File: src/rtl/pkt_fifo_if.sv
// Handshake and status bundle between the packet receive logic (master)
// and the packet FIFO (slave).
interface pkt_fifo_if #(
  parameter int pDATA_WIDTH = 8,
  parameter int pDEPTH      = 16
);
  localparam int CW = $clog2(pDEPTH) + 1;

  logic                   iwr;
  logic [pDATA_WIDTH-1:0] iw_data;
  logic                   iw_eop;
  logic                   iw_drop;
  logic                   ird;
  logic [pDATA_WIDTH-1:0] or_data;
  logic                   or_eop;
  logic                   oempty;
  logic                   ofull;
  logic                   oafull;
  logic [CW-1:0]          ocount;
  logic                   oovf;
  logic                   opkt_err;

  modport master (
    output iwr, iw_data, iw_eop, iw_drop, ird,
    input  or_data, or_eop, oempty, ofull, oafull, ocount, oovf, opkt_err
  );

  modport slave (
    input  iwr, iw_data, iw_eop, iw_drop, ird,
    output or_data, or_eop, oempty, ofull, oafull, ocount, oovf, opkt_err
  );
endinterface

File: src/rtl/pkt_fifo.sv
// Single-clock packet FIFO with packet commit/discard: words become readable
// only once their packet's eop word has been written without overflow.
module pkt_fifo #(
  parameter int pDATA_WIDTH   = 8,
  parameter int pDEPTH        = 16,
  parameter int pAFULL_THRESH = pDEPTH - 4
) (
  input  logic     iclk,
  input  logic     ireset_n,
  pkt_fifo_if.slave bus
);
  localparam int AW = $clog2(pDEPTH);
  localparam int PW = AW + 1;
  localparam logic [PW-1:0] ONE     = PW'(1);
  localparam logic [PW-1:0] DEPTH_P = PW'(pDEPTH);
  localparam logic [PW-1:0] AFULL_P = PW'(pAFULL_THRESH);

  typedef logic [PW-1:0] ptr_t;

  logic [pDATA_WIDTH:0] r_mem [pDEPTH];

  ptr_t r_wr_ptr;
  ptr_t r_cm_ptr;
  ptr_t r_rd_ptr;
  logic r_err;
  logic r_ovf;
  logic r_pkt_err;

  ptr_t w_wr_ptr_nxt;
  ptr_t w_cm_ptr_nxt;
  ptr_t w_rd_ptr_nxt;
  logic w_err_nxt;
  logic w_ovf_nxt;
  logic w_pkt_err_nxt;
  logic w_wr_en;
  ptr_t w_used;
  logic w_full;
  logic w_empty;
  logic [pDATA_WIDTH:0] w_head;

  // Status is derived only from registered pointers, so it reflects pre-edge state.
  assign w_used  = r_wr_ptr - r_rd_ptr;
  assign w_full  = (w_used == DEPTH_P);
  assign w_empty = (r_cm_ptr == r_rd_ptr);

  // Write side: tentative write pointer, commit pointer and overflow tracking.
  always_comb begin
    // NOTE: every output of this block gets a default first, so no path
    // through the if/else tree can leave a signal unassigned and infer a latch.
    w_wr_ptr_nxt  = r_wr_ptr;
    w_cm_ptr_nxt  = r_cm_ptr;
    w_err_nxt     = r_err;
    w_ovf_nxt     = 1'b0;
    w_pkt_err_nxt = 1'b0;
    w_wr_en       = 1'b0;

    if (bus.iw_drop) begin
      w_wr_ptr_nxt = r_cm_ptr;
      w_err_nxt    = 1'b0;
    end else if (bus.iwr) begin
      if (!w_full) begin
        w_wr_en = 1'b1;
        if (!bus.iw_eop) begin
          w_wr_ptr_nxt = r_wr_ptr + ONE;
        end else if (r_err) begin
          // Packet already lost a word: rewind instead of committing.
          w_wr_ptr_nxt  = r_cm_ptr;
          w_err_nxt     = 1'b0;
          w_pkt_err_nxt = 1'b1;
        end else begin
          w_wr_ptr_nxt = r_wr_ptr + ONE;
          w_cm_ptr_nxt = r_wr_ptr + ONE;
        end
      end else begin
        w_ovf_nxt = 1'b1;
        if (bus.iw_eop) begin
          w_wr_ptr_nxt  = r_cm_ptr;
          w_err_nxt     = 1'b0;
          w_pkt_err_nxt = 1'b1;
        end else begin
          w_err_nxt = 1'b1;
        end
      end
    end
  end

  // Read side is independent of the write side.
  always_comb begin
    w_rd_ptr_nxt = r_rd_ptr;
    if (bus.ird && !w_empty) begin
      w_rd_ptr_nxt = r_rd_ptr + ONE;
    end
  end

  always_ff @(posedge iclk) begin
    // NOTE: sequential state uses non-blocking assignments so every register
    // samples pre-edge values regardless of statement order.
    if (!ireset_n) begin
      r_wr_ptr  <= '0;
      r_cm_ptr  <= '0;
      r_rd_ptr  <= '0;
      r_err     <= 1'b0;
      r_ovf     <= 1'b0;
      r_pkt_err <= 1'b0;
    end else begin
      r_wr_ptr  <= w_wr_ptr_nxt;
      r_cm_ptr  <= w_cm_ptr_nxt;
      r_rd_ptr  <= w_rd_ptr_nxt;
      r_err     <= w_err_nxt;
      r_ovf     <= w_ovf_nxt;
      r_pkt_err <= w_pkt_err_nxt;
    end
  end

  // NOTE: the storage array has no reset; pointers alone define which
  // entries are meaningful, and a reset-free array maps onto plain RAM/flops.
  always_ff @(posedge iclk) begin
    if (w_wr_en) begin
      r_mem[r_wr_ptr[AW-1:0]] <= {bus.iw_eop, bus.iw_data};
    end
  end

  assign w_head = r_mem[r_rd_ptr[AW-1:0]];

  assign bus.or_data  = w_head[pDATA_WIDTH-1:0];
  assign bus.or_eop   = w_head[pDATA_WIDTH];
  assign bus.oempty   = w_empty;
  assign bus.ofull    = w_full;
  assign bus.oafull   = (w_used >= AFULL_P);
  assign bus.ocount   = r_cm_ptr - r_rd_ptr;
  assign bus.oovf     = r_ovf;
  assign bus.opkt_err = r_pkt_err;
endmodule

File: src/flat_wrapper.sv
// flat-port wrapper written by rule: the top's interface ports become plain ports
module pkt_fifo_flat 
#(
  parameter int pDATA_WIDTH   = 8,
  parameter int pDEPTH        = 16,
  parameter int pAFULL_THRESH = pDEPTH - 4
)
  (iclk, ireset_n, bus_iwr, bus_iw_data, bus_iw_eop, bus_iw_drop, bus_ird, bus_or_data, bus_or_eop, bus_oempty, bus_ofull, bus_oafull, bus_ocount, bus_oovf, bus_opkt_err);
  pkt_fifo_if #(.pDATA_WIDTH(pDATA_WIDTH), .pDEPTH(pDEPTH)) bus_i ();
  input  logic iclk;
  input  logic ireset_n;
  input wire logic [$bits(bus_i.iwr)-1:0] bus_iwr;
  input wire logic [$bits(bus_i.iw_data)-1:0] bus_iw_data;
  input wire logic [$bits(bus_i.iw_eop)-1:0] bus_iw_eop;
  input wire logic [$bits(bus_i.iw_drop)-1:0] bus_iw_drop;
  input wire logic [$bits(bus_i.ird)-1:0] bus_ird;
  output wire logic [$bits(bus_i.or_data)-1:0] bus_or_data;
  output wire logic [$bits(bus_i.or_eop)-1:0] bus_or_eop;
  output wire logic [$bits(bus_i.oempty)-1:0] bus_oempty;
  output wire logic [$bits(bus_i.ofull)-1:0] bus_ofull;
  output wire logic [$bits(bus_i.oafull)-1:0] bus_oafull;
  output wire logic [$bits(bus_i.ocount)-1:0] bus_ocount;
  output wire logic [$bits(bus_i.oovf)-1:0] bus_oovf;
  output wire logic [$bits(bus_i.opkt_err)-1:0] bus_opkt_err;
  assign bus_i.iwr = bus_iwr;
  assign bus_i.iw_data = bus_iw_data;
  assign bus_i.iw_eop = bus_iw_eop;
  assign bus_i.iw_drop = bus_iw_drop;
  assign bus_i.ird = bus_ird;
  assign bus_or_data = bus_i.or_data;
  assign bus_or_eop = bus_i.or_eop;
  assign bus_oempty = bus_i.oempty;
  assign bus_ofull = bus_i.ofull;
  assign bus_oafull = bus_i.oafull;
  assign bus_ocount = bus_i.ocount;
  assign bus_oovf = bus_i.oovf;
  assign bus_opkt_err = bus_i.opkt_err;
  pkt_fifo #(.pDATA_WIDTH(pDATA_WIDTH), .pDEPTH(pDEPTH), .pAFULL_THRESH(pAFULL_THRESH)) u_core (.iclk(iclk), .ireset_n(ireset_n), .bus(bus_i));
endmodule
File: config.mk
export PLATFORM = sky130hd
export DESIGN_NAME = pkt_fifo_flat
export DESIGN_NICKNAME = d
export VERILOG_FILES = /design/src/rtl/pkt_fifo_if.sv /design/src/rtl/pkt_fifo.sv /design/src/flat_wrapper.sv
export SDC_FILE = /design/constraint.sdc
export NUM_CORES = 1
export LEC_CHECK = 0
export ABC_AREA = 1
export BUFFER_PORTS_ARGS = -buffer_cell sky130_fd_sc_hd__buf_2
export CORE_AREA = 2 2 114 116
export CTS_CLUSTER_SIZE = 20
export DETAILED_ROUTE_END_ITERATION = 12
export DIE_AREA = 0 0 116 118
export PLACE_DENSITY_LB_ADDON = 0.15
export SLEW_MARGIN = 30
export SYNTH_ARGS = -nofsm -noshare
export SYNTH_HDL_FRONTEND = slang
export SYNTH_SLANG_ARGS = --single-unit
File: constraint.sdc
create_clock -name iclk -period 2.95 [get_ports iclk]
set_clock_uncertainty 0.15 [all_clocks]
set_input_delay 0 -clock iclk [delete_from_list [all_inputs] [get_ports iclk]]
set_output_delay 0 -clock iclk [all_outputs]
set_load 0.02 [all_outputs]
==> impl_metrics.py <==
metrics = {
    "power": {
        "power_frac_comb": 0.272,
        "vdd_ir_drop_max_v": 0.000644,
        "sequentialPowerShare": 0.402,
        "design_power_total_uw": 6670,
        "p_switching_uw": 2090,
        "internal-power_uw": 4570,
        "cellLeakagePower_uw": 0.00318,
        "power.clock.fraction": 0.326,
        "netSwitchingFraction": 0.314,
        "powerDensity_mw_per_mm2": 785,
    },
    "floorplanning": {
        "dieHeight_um": 118,
        "initial_utilization": 0.590,
        "placeableCoreArea_mm2": 0.0124,
        "num_rows": 41,
        "die-area_mm2": 0.0137,
        "top_level_ports": 33,
        "chipWidth_um": 116,
    },
    "cells_and_area": {
        "layout-drive-gt1-share": 0.140,
        "final_core_utilization": 0.684,
        "antenna_cells_inserted": 0,
        "finish.instance_area_mm2": 0.00849,
        "filler_cell_count": 950,
        "seq_area_mm2": 0.00477,
        "multi_input_comb_area_mm2": 0.00214,
        "numnets_final": 717,
        "areaGrowthSynthToFinish_pct": 15.9,
    },
    "drt": {
        "detailedRoute.firstIterationViolations": 449,
        "wirelength_um": 16100,
        "routed_wire_length_per_instance_um": 18.4,
        "route.antenna.remaining_nets": 0,
        "dr_total_vias": 4850,
        "viasPerCell": 5.55,
        "firstDrtPassIters": 5,
        "drt_drc_violations_left": 0,
    },
    "synthesis": {
        "synth_nets": 656,
        "synth_cell_type_count": 32,
        "ys_seq_elements": 166,
        "avg_synthesized_cell_area_um2": 11.7,
        "yosysSeqAreaShare": 0.650,
        "synth_cells": 628,
        "ys_warn_count": 0,
        "synth.cell_area_mm2": 0.00733,
    },
    "clock_tree": {
        "tritoncts_buffer_count": 17,
        "postCtsResizedCells": 0,
        "cts.clk_slew.worst_paths_ns": 0.06,
        "clock_tree.buffer_depth": 2,
        "clock_tree_from_tritoncts": "done",
        "cts_sinks": 166,
        "clock_latency_at_the_later_pin_of_the_worst_skew_pair_ns": 0.42,
        "ctsRootBufferMaster": "clkbuf_16",
        "h_tree_lvls": 4,
    },
    "sta": {
        "finalHoldWorstSlack_ns": 0.308,
        "timing.final.setup_violations": 0,
        "min_period_ns": 2.73,
        "slew_viol_final": 0,
        "slew-limit-headroom": 0.641,
        "setup_repair_after_global_routing_missed_its_margin": "no",
        "tightest_slew_ns": 0.538,
        "final-hold-violation-count": 0,
        "maximum_clock_rate_mhz": 366,
        "final.period_utilization": 0.927,
        "total_neg_setup_slack_ns": 0,
    },
    "global_routing": {
        "groute.usage.overall": 0.253,
        "grt_pass1_wl_um": 25400,
        "initial_antenna_violation_count": 0,
        "first_global_vias": 4895,
        "grt_start_max_net_pins": 109,
        "globalRouteOverflowTotal": 0,
    },
    "run": {
        "cap_violations": 0,
    },
    "status": {
        "outcome": "finished, final reports clean",
    },
    "placed_design": {
        "dp.final_hpwl_um": 10700,
        "place_congestion": 0.941,
        "detailed_place.area_mm2": 0.00775,
        "port_bufs": 32,
    },
    "critical_path": {
        "critical_path.startpoint_type": "register",
        "critical_path.endpoint_type": "register",
        "crit_arrival_ns": 2.90,
        "crit_start": "u_core.r_wr_ptr[2]$_SDFFE_PN0P_",
        "timing.critical_path.required_ns": 3.11,
        "crit_fanout": 11,
        "setup.worst_path.class": "register to register",
        "regToRegStartpoint": "u_core.r_wr_ptr[2]$_SDFFE_PN0P_",
    },
    "worst_hold_path": {
        "hp-start": "bus_ird",
        "min_path_type": "primary input to register",
    },
}
==> kinds of logic (layout without fill, tap and decap cells) <==
kind of cell               Yosys count  after routing  share of synthesized area
DFF                                166            166                      0.650
AOI/OAI and AO/OA                  144            144                      0.112
adders and majority gates           14             14                     0.0249
xor gates and xnor gates             6              6                    0.00717
and+or+nand+nor                    159            159                     0.0987
muxes                               36             36                     0.0492
buffers and inverters              103            177                     0.0582
==> Yosys cell counts <==
library cell  count  area [um2]
a31o_2            1        8.76
dfxtp_1          22         440
ha_1             13         163
nand2_4           4        45.0
mux2i_1          36         360
nor2_1           41         154
nor4_1            1        6.26
buf_1             1        3.75
inv_1            70         263
nand3_1          22         110
a21oi_1          53         265
nand4_1           7        43.8
buf_6             1        11.3
o211ai_1         37         278
xor2_1            2        17.5
buf_8             1        15.0
fa_1              1        20.0
edfxtp_1        144        4320
o21ai_1           1        5.00
clkbuf_2          1        5.00
clkbuf_1         11        41.3
buf_2            13        65.1
clkinv_1          4        15.0
nand3_4           1        17.5
buf_4             1        7.51
xnor2_1           4        35.0
or2_2             1        6.26
nor2_4            2        22.5
nor3_1            6        30.0
o21ai_0          52         260
nand2_1          70         263
nand2_2           4        25.0
==> cells in the final DEF (no fill, tap or decap), types with 2 or more instances in the layout <==
cell / n
o211ai_1: 37
o21ai_0: 52
nor2_4: 2
buf_4: 23
nand4_1: 7
mux2i_1: 36
xnor2_1: 4
nand2_4: 4
ha_1: 13
nand2_2: 4
nand2_1: 70
dfxtp_1: 21
dlygate4sd3_1: 15
buf_2: 32
clkinv_1: 7
edfxtp_1: 144
nor2_1: 41
clkinv_4: 3
clkbuf_16: 17
nor3_1: 6
xor2_1: 2
nand3_1: 22
inv_1: 70
bufinv_16: 3
a21oi_1: 53
clkinv_2: 2
clkinvlp_4: 3
==> power groups by stage <==
stage | clock network [uW] | registers, uW | logic, uW
6_report | 2180 | 2680 | 1810
5_1_grt | 2300 | 2690 | 2010
4_1_cts | 2210 | 2680 | 1820
3_5_place_dp | 0 | 2730 | 1790
3_3_place_gp | 0 | 2720 | 1760
2_1_floorplan | 0 | 2710 | 1340
==> final timing paths <==
kind	endpoint	slack (ns)	cells past startpoint
max	u_core.r_wr_ptr[2]$_SDFFE_PN0P_	0.22	12
max reg2reg	u_core.r_wr_ptr[2]$_SDFFE_PN0P_	0.22	12
min	register	0.31	4
min reg2reg	u_core.r_cm_ptr[4]$_SDFFE_PN0P_	0.37	2
==> what timing repair did <==
| item | 4_1_cts | 5_1_grt |
|---|---|---|
| endpoints found under the hold margin | 166 | 0 |
| setup buffers | 0 | 0 |
| hold buffers | 15 | 0 |
==> flip-flops by register name, summed over array words and instances, names as in the netlist, named ones only <==
register and cells:
u_core.r_mem 144, u_core.r_cm_ptr 5, u_core.r_rd_ptr 5, u_core.r_wr_ptr 5
u_core.bus.oovf 1, u_core.bus.opkt_err 1, u_core.r_err 1
==> metal layers <==
metal	track usage	routed length, um
met1	0.306	6380
met2	0.418	8160
met3	0.0618	918
met4	0.126	619
met5	0	0
==> cell type report <==
cell class | count | share of cell area
sequential | 166 | 0.562
multi-input combinational | 359 | 0.252
timing repair buffer | 71 | 0.0592
clock buffer | 18 | 0.0506
inverter | 74 | 0.0327
tap | 172 | 0.0253
clock inverter | 14 | 0.0189
==> metrics by stage <==
| step | cells | setup WS, ns |
|---|---|---|
| after floorplan | 628 | 0.272 |
| final | 874 | 0.216 |
| after global routing | 874 | 0.0238 |
| after global placement | 827 | 0.372 |
| after CTS | 874 | 0.253 |
| after detailed placement | 827 | 0.303 |
==> worst max-delay path: stages, from the launching register on <==
cell and delay, ns:
dfxtp_1 0.50, ha_1 0.35, a21oi_1 0.18, nand2_1 0.07
nand2_1 0.09, nand2_2 0.08, nor2_4 0.11, nand2_4 0.13
nand2_4 0.16, nor2_1 0.06, nor2_1 0.13, nor2_1 0.05
dlygate4sd3_1 0.55
(Power assumes the default switching activity.)
